File: src/rtl/inst_fetch_unit.sv
// Purpose : instruction fetch with a DEPTH-entry prefetch FIFO feeding decode.
// Latency : issue edge -> push edge -> ir_valid; 2 edges from issue to head when empty.
// Backpres: issues stop when FIFO entries plus the outstanding read reach DEPTH; head holds while ir_ready=0.
//
// Ports:
//   CLOCK_50, KEY0              clock, async active-low reset
//   fetch_en                    allow new fetches
//   imem_addr / imem_rdata      synchronous instruction memory (data one cycle after address)
//   redirect_valid/redirect_pc  flush and restart fetch
//   ir_valid/ir_ready/ir_data/ir_pc  head of prefetch FIFO to decode
//   fifo_count                  FIFO occupancy 0..DEPTH
module inst_fetch_unit #(
   parameter int         DEPTH    = 4,
   parameter logic [9:0] RESET_PC = 10'd0
) (
   input  logic        CLOCK_50,
   input  logic        KEY0,
   input  logic        fetch_en,
   output logic [9:0]  imem_addr,
   input  logic [31:0] imem_rdata,
   input  logic        redirect_valid,
   input  logic [9:0]  redirect_pc,
   output logic        ir_valid,
   input  logic        ir_ready,
   output logic [31:0] ir_data,
   output logic [9:0]  ir_pc,
   output logic [2:0]  fifo_count
);

   localparam int AW = (DEPTH > 1) ? $clog2(DEPTH) : 1;

   logic [9:0]    fetch_pc;
   logic [9:0]    inflight_pc;
   logic          inflight;
   logic [AW-1:0] wr_ptr;
   logic [AW-1:0] rd_ptr;
   logic [2:0]    count;
   logic [31:0]   mem_data [DEPTH];
   logic [9:0]    mem_pc   [DEPTH];

   logic       issue;
   logic       push;
   logic       pop;
   logic [3:0] occupancy;

   // The outstanding read reserves a slot so its response always has room;
   // a pop on the same edge deliberately does not free a slot for issue.
   assign occupancy = {1'b0, count} + {3'b000, inflight};
   assign issue     = fetch_en && !redirect_valid && (occupancy < 4'(DEPTH));
   assign push      = inflight && !redirect_valid;
   // On a redirect edge the head is still handed to decode, but the flush
   // below resets the pointers, so pop only matters on non-redirect edges.
   assign pop       = ir_valid && ir_ready && !redirect_valid;

   always_ff @(posedge CLOCK_50 or negedge KEY0) begin
      if (!KEY0) begin
         fetch_pc    <= RESET_PC;
         inflight    <= 1'b0;
         inflight_pc <= '0;
         wr_ptr      <= '0;
         rd_ptr      <= '0;
         count       <= '0;
      end else if (redirect_valid) begin
         // Flush everything, including the response still on its way back.
         fetch_pc <= redirect_pc;
         inflight <= 1'b0;
         wr_ptr   <= '0;
         rd_ptr   <= '0;
         count    <= '0;
      end else begin
         inflight <= issue;
         if (issue) begin
            inflight_pc <= fetch_pc;
            fetch_pc    <= fetch_pc + 10'd1;
         end
         if (push) wr_ptr <= wr_ptr + AW'(1);
         if (pop)  rd_ptr <= rd_ptr + AW'(1);
         if (push && !pop)
            count <= count + 3'd1;
         else if (pop && !push)
            count <= count - 3'd1;
      end
   end

   // Storage needs no reset: entries are only visible through count.
   always_ff @(posedge CLOCK_50) begin
      if (push) begin
         mem_data[wr_ptr] <= imem_rdata;
         mem_pc[wr_ptr]   <= inflight_pc;
      end
   end

   assign imem_addr  = fetch_pc;
   assign fifo_count = count;
   assign ir_valid   = (count != 3'd0);
   assign ir_data    = ir_valid ? mem_data[rd_ptr] : '0;
   assign ir_pc      = ir_valid ? mem_pc[rd_ptr]   : '0;

   // The issue throttle must make an overflowing push impossible.
   a_no_push_when_full : assert property (
      @(posedge CLOCK_50) disable iff (!KEY0) push |-> (count != 3'(DEPTH)));

endmodule

File: config.mk
export PLATFORM = sky130hd
export DESIGN_NAME = inst_fetch_unit
export DESIGN_NICKNAME = d
export VERILOG_FILES = /design/src/rtl/inst_fetch_unit.sv
export SDC_FILE = /design/constraint.sdc
export NUM_CORES = 1
export LEC_CHECK = 0
export CORE_UTILIZATION = 59
export CTS_BUF_LIST = sky130_fd_sc_hd__clkbuf_8
export DETAILED_ROUTE_END_ITERATION = 12
export DONT_BUFFER_PORTS = 1
export PLACE_DENSITY = 0.78
export SETUP_SLACK_MARGIN = 0.05
export SYNTH_ARGS = -nofsm -noshare
export SYNTH_HDL_FRONTEND = slang
export SYNTH_SLANG_ARGS = --single-unit
File: constraint.sdc
create_clock -name CLOCK_50 -period 2.3 [get_ports CLOCK_50]
set_input_delay 0.575 -clock CLOCK_50 [delete_from_list [all_inputs] [get_ports CLOCK_50]]
set_output_delay 0.575 -clock CLOCK_50 [all_outputs]
set_load 0.005 [all_outputs]
# Word-level counts from Yosys, hierarchy flattened
# Memory sizes are Yosys's and may differ from the RTL's.
# Cells that the tools add are included.
[totals] ram_bits=168 memories=2 inputBits=47 ff_bits=28
[mem_list] name="mem_data" words=4 word_bits=32 rd=1 rd_clocked_by_memory_dff=0 wr=1 line="38" text="logic [31:0] mem_data [DEPTH];"
[mem_list] name="mem_pc" words=4 word_bits=10 rd=1 rd_clocked_by_memory_dff=0 wr=1 line="39" text="logic [9:0] mem_pc [DEPTH];"
[op_classes] order_cmp=1 n_addsub=6 mux=14 n_reduce_logical=16 bitwise_logic=1
[ops] operator="32-bit 2-to-1 mux" count=1
[ops] operator="10-bit 2-to-1 mux" count=3
[ops] operator="10-bit by 1-bit adder with 10-bit output, second input constant" count=1
[ops] operator="3-bit 2-to-1 mux" count=3
[ops] operator="2-bit 2-to-1 mux" count=4
[ops] operator="1-bit logical AND" count=7
[ops] operator="2-bit nonzero test" count=3
[ops] operator="3-bit nonzero test" count=2
[ops] operator="2-bit by 1-bit adder with 2-bit output, second input constant" count=2
[ops] operator="3-bit by 1-bit adder with 4-bit output" count=1
[ops] operator="4-bit by 3-bit < comparator with 1-bit output, second input constant" count=1
[ops] operator="3-bit by 1-bit adder with 3-bit output, second input constant" count=1
[ops] operator="1-bit logical NOT" count=3
[ops] operator="1-bit 2-to-1 mux" count=3
[ops] operator="3-bit by 1-bit subtractor with 3-bit output, second input constant" count=1
[ops] operator="2-bit AND reduction" count=1
[ops] operator="1-bit inverter" count=1

# Logic depth before layout (Yosys ltp)
# Gate-level depths: netlist (run 1).
[depth] word_depth=7 depth_mapped=8 ltp_nobuf=7

# Worst setup path before layout (run 1)
# No wires, ideal clock.
[synth_timing] kind="input port to flip-flop" start="in redirect_valid" end="mem mem_data[0][0] (enable)" slack_ns=-0.097 arrival_time_ns=1.993 n_path_buf=1 cell_stages=3 required_time_ns=1.896 setup_time_ns=0.404 cell_sequence="clkbuf_1 nor2b_1 and2_1"
[synth_via] elab_chain_cells=4
[synth_lines] item="start, declared" line="21" text="input logic redirect_valid,"
[synth_lines] item="1-bit logical NOT" line="50" text="assign push = inflight && !redirect_valid;"
[synth_lines] item="1-bit logical AND" line="50"
[synth_lines] item="1-bit 2-to-1 mux" line="87" text="if (push) begin"
[synth_lines] item="1-bit 2-to-1 mux (not written as such)" line="88" text="mem_data[wr_ptr] <= imem_rdata;"
[synth_lines] item="end, declared" line="38"
# No other way between the ends.

# Worst setup path in the final report (run 1)
[layout_timing] start="reg rd_ptr[0]" end="out ir_data[13]"
[layout_via] elab_chain_cells=2
[layout_lines] item="start, declared" line="36" text="logic [AW-1:0] rd_ptr;"
[layout_lines] item="start signal, assigned" line="77" text="if (pop) rd_ptr <= rd_ptr + AW'(1);"
[layout_lines] item="memory 4 x 32 bit"
[layout_lines] item="32-bit 2-to-1 mux" line="96" text="assign ir_data = ir_valid ? mem_data[rd_ptr] : '0;"
[layout_lines] item="end, declared" line="25" text="output logic [31:0] ir_data,"
# No other way between the ends.

==> impl_metrics.tcl, run 1 <==
set metrics [dict create \
    hold_path.startpoint "redirect_valid" \
    ios 103 \
    fp.coreArea_um2 12800 \
    violations "negative setup slack" \
    viasPerCell 5.98 \
    utilization_pct 68.2 \
    stdcell_count 614 \
    track_usage_pct 21.0 \
    slowest_stage "mux4_2" \
    dp_hpwl_um 8200 \
    r2r_cells 7 \
    grt_pass1_wl_um 21100 \
    setup_viol 42 \
    rows 41 \
    seq_area_um2 5750 \
    yosys_warnings 0 \
    critical_path_arrival_ps 1890 \
    synth_flop_cell "edfxtp_1" \
    setup_ws_ps -167 \
    overflow 0 \
    fin_skew_ps 7.96 \
    path_buf_inv 1 \
    routed-via-count 3674 \
    holdPathEnd "fifo_count[0]" \
    worstPathRequired_ps 1730 \
    synth_seq_area_share_pct 73.0 \
    drt_first_pass_iters 4 \
    clock-sinks 196 \
    diodes 0 \
    hp-class "in -> reg" \
    finalMaxSlewViolations 0 \
    crit_path_end_kind "output port" \
    reg2reg_slack_ps 370 \
    grt_pass1_vias 3901 \
    leakagePower_nw 2.95 \
    syn_to_final_growth_pct 11.2 \
    grt_max_degree 45 \
    fin_nets 485 \
    postSynthAreaPerCell_um2 19.0 \
    path_delay_family "multiplexers" \
    fp.dieW_um 117 \
    slew_headroom_pct 66.6 \
    path_class "reg -> out" \
    finalCriticalPeriod_ps 2470 \
    rsz0062_at_grt "true" \
    ant_nets 0 \
    drive_gt1_share_pct 33.9 \
    async_reset_ff_share_pct 14.3 \
    multi_input_area_um2 2050 \
    max-vdd-ir-drop_mv 0.558 \
    gp_congestion 0.760 \
    cts_inserted_buffers 17 \
    dpl-instance-area_um2 8130 \
    h-tree-depth 4 \
    syn_inst 415 \
    dp.cells 582 \
    finalWirelength_um 13200 \
    finalHoldViolCount 0 \
    synth-edff-count 168 \
    reg2reg_to "fifo_count[2]" \
    dr.first_iter.drc_count 236 \
    worst_pin_slew_ps 500 \
    drv_cap 0 \
    synth-seq-cells 196 \
    syn_area_um2 7870 \
    worstReg2RegStart "fifo_count[0]" \
    status "complete, but fails checks" \
    remaining_drc_errors 0 \
    cp_slowest_stage_delay_ps 530 \
    cts_tree "yes" \
    path_max_fanout 15 \
    place.port_buffers 0 \
    antenna_found_initial 0 \
    p_per_area_nw_per_um2 1080 \
    finalCritPeriodShare_pct 107 \
    synth_nets 468 \
    hold_path_depth 1 \
    initial_core_util_pct 61.3 \
    clock_tree.root_cell "clkbuf_8" \
    die_h_um 117 \
    design_area_um2 8750 \
    clockBufferDepth 2 \
    crit_chain "buf_16 -> mux4_2 -> and2_4" \
    wl_per_cell_um 21.5 \
    fmaxAchievable_ghz 0.405 \
    nFillCells 814 \
    synth_cell_type_count 42 \
    path_clk_slew_ps 80 \
    die_area_um2 13800 \
    start_kind "flop" \
    timing.setup.tns_ps -5950 \
    clock_latency_ps 460 \
]
-- flip-flops by register name, summed over array words and instances, names as in the netlist --
name,flops
rd_ptr,2
fifo_count,3
mem_pc,40
imem_addr,10
inflight_pc,10
wr_ptr,2
inflight,1
mem_data,128
-- cells in the final DEF (no fill, tap or decap), types with 3 or more instances in the layout --
cell type  instances
xor2_1             3
nand3_1            4
bufinv_16          5
ha_1               5
nor2b_1            3
buf_12             5
inv_1             10
and2_4            42
buf_4             12
edfxtp_1         168
mux2_2             7
dfrtp_1           25
nor3b_1            3
clkbuf_8          17
clkinv_4           3
o311ai_0           3
nand2_1           18
xnor2_1            3
a221o_1            3
a31oi_1            6
and3_1             5
mux4_2            42
o21ai_0            6
nor2_1             9
and2_2             5
-- report_power, final --
group / switching [mW] / internal, mW / total, mW
logic: 1.15 / 1.49 / 2.64
clock network: 1.08 / 1.26 / 2.34
registers: 0.270 / 4.19 / 4.46
total: 2.49 / 6.95 / 9.44
-- through the flow --
| step | power (mW) | hold slack (ps) | worst slack, ps |
|---|---|---|---|
| 3_5_place_dp | 6.66 | 280 | 288 |
| 6_report | 9.44 | 173 | -167 |
| 3_3_place_gp | 6.60 | 280 | 291 |
| 2_1_floorplan | 6.21 | 279 | 278 |
| 4_1_cts | 9.48 | 137 | -215 |
| 5_1_grt | 9.88 | 135 | -245 |
-- synth_stat cells, types with 3 or more instances --
master | n | area [um2]
nand3_1 | 4 | 20.0
o21ai_0 | 6 | 30.0
buf_2 | 7 | 35.0
a221o_1 | 3 | 30.0
nor3b_1 | 3 | 22.5
edfxtp_1 | 168 | 5040
mux2_2 | 7 | 78.8
and2_1 | 47 | 294
dfrtp_1 | 28 | 701
nand2_1 | 18 | 67.6
nor2b_1 | 3 | 18.8
xor2_1 | 3 | 26.3
mux4_2 | 42 | 946
clkbuf_1 | 8 | 30.0
o311ai_0 | 3 | 26.3
ha_1 | 5 | 62.6
xnor2_1 | 3 | 26.3
and3_1 | 5 | 31.3
a31oi_1 | 6 | 37.5
inv_1 | 8 | 30.0
buf_6 | 6 | 67.6
nor2_1 | 9 | 33.8
-- timing repair --
action / in CTS / in global routing
hold buffers: 2 / 0
cloned: 1 / 0
hold endpoints to repair: 28 / 0
setup endpoints to repair: 43 / 43
resized for setup: 42 / 7
buffers inserted: 0 / 0
-- kinds of logic (layout without fill, tap and decap cells) --
| family | Yosys count | in the layout | synth area share, % |
|---|---|---|---|
| buffers and inverters | 32 | 59 | 2.26 |
| and+or+nand+nor | 99 | 99 | 7.36 |
| AOI/OAI and AO/OA | 26 | 26 | 2.47 |
| muxes | 50 | 50 | 13.2 |
| DFF | 196 | 196 | 73.0 |
| xor gates and xnor gates | 6 | 6 | 0.668 |
| adders and majority gates | 6 | 6 | 1.05 |
-- routing by layer --
metal | wire, um | global-route usage, % | up-vias
met1 | 5300 | 26.5 | 1880
li1 | - | - | 1650
met2 | 6750 | 33.6 | 135
met3 | 1040 | 8.24 | 9
met4 | 89 | 6.49 | 0
met5 | 0 | 0 | -
-- layout make-up --
| type | count | share of cell area [%] |
|---|---|---|
| tap | 172 | 2.46 |
| multi-input combinational | 187 | 23.5 |
| clock buffer | 17 | 2.68 |
| inverter | 9 | 0.386 |
| clock inverter | 12 | 2.19 |
| timing repair buffer | 21 | 3.05 |
| sequential | 196 | 65.8 |
-- worst max-delay path by stage --
stage	start	end	slack [ps]	depth (start not counted)
after floorplan	redirect_valid	fifo_count[2]	280	7
after global placement	rd_ptr[0]	ir_pc[6]	290	3
after detailed placement	rd_ptr[0]	ir_pc[6]	290	3
after CTS	rd_ptr[0]	ir_pc[6]	-210	3
after global routing	rd_ptr[0]	ir_pc[1]	-240	3
final	rd_ptr[0]	ir_data[13]	-170	3
No activity file was read; power rests on OpenSTA's default activity.
==> run 2, diff against run 1 <==
--- a/config.mk
+++ b/config.mk
@@ -11,6 +11,7 @@
 export DONT_BUFFER_PORTS = 1
 export PLACE_DENSITY = 0.78
 export SETUP_SLACK_MARGIN = 0.05
+export SLEW_MARGIN = 30
 export SYNTH_ARGS = -nofsm -noshare
 export SYNTH_HDL_FRONTEND = slang
 export SYNTH_SLANG_ARGS = --single-unit
==> results of run 2 <==
Same layout as run 1: the final DEF is identical, and so are final timing and power.
==> run 3, diff against run 2 <==
--- a/config.mk
+++ b/config.mk
@@ -5,6 +5,7 @@
 export SDC_FILE = /design/constraint.sdc
 export NUM_CORES = 1
 export LEC_CHECK = 0
+export ABC_CLOCK_PERIOD_IN_PS = 2300
 export CORE_UTILIZATION = 59
 export CTS_BUF_LIST = sky130_fd_sc_hd__clkbuf_8
 export DETAILED_ROUTE_END_ITERATION = 12
==> results of run 3 <==
Same layout as run 1: the final DEF is identical, and so are final timing and power.
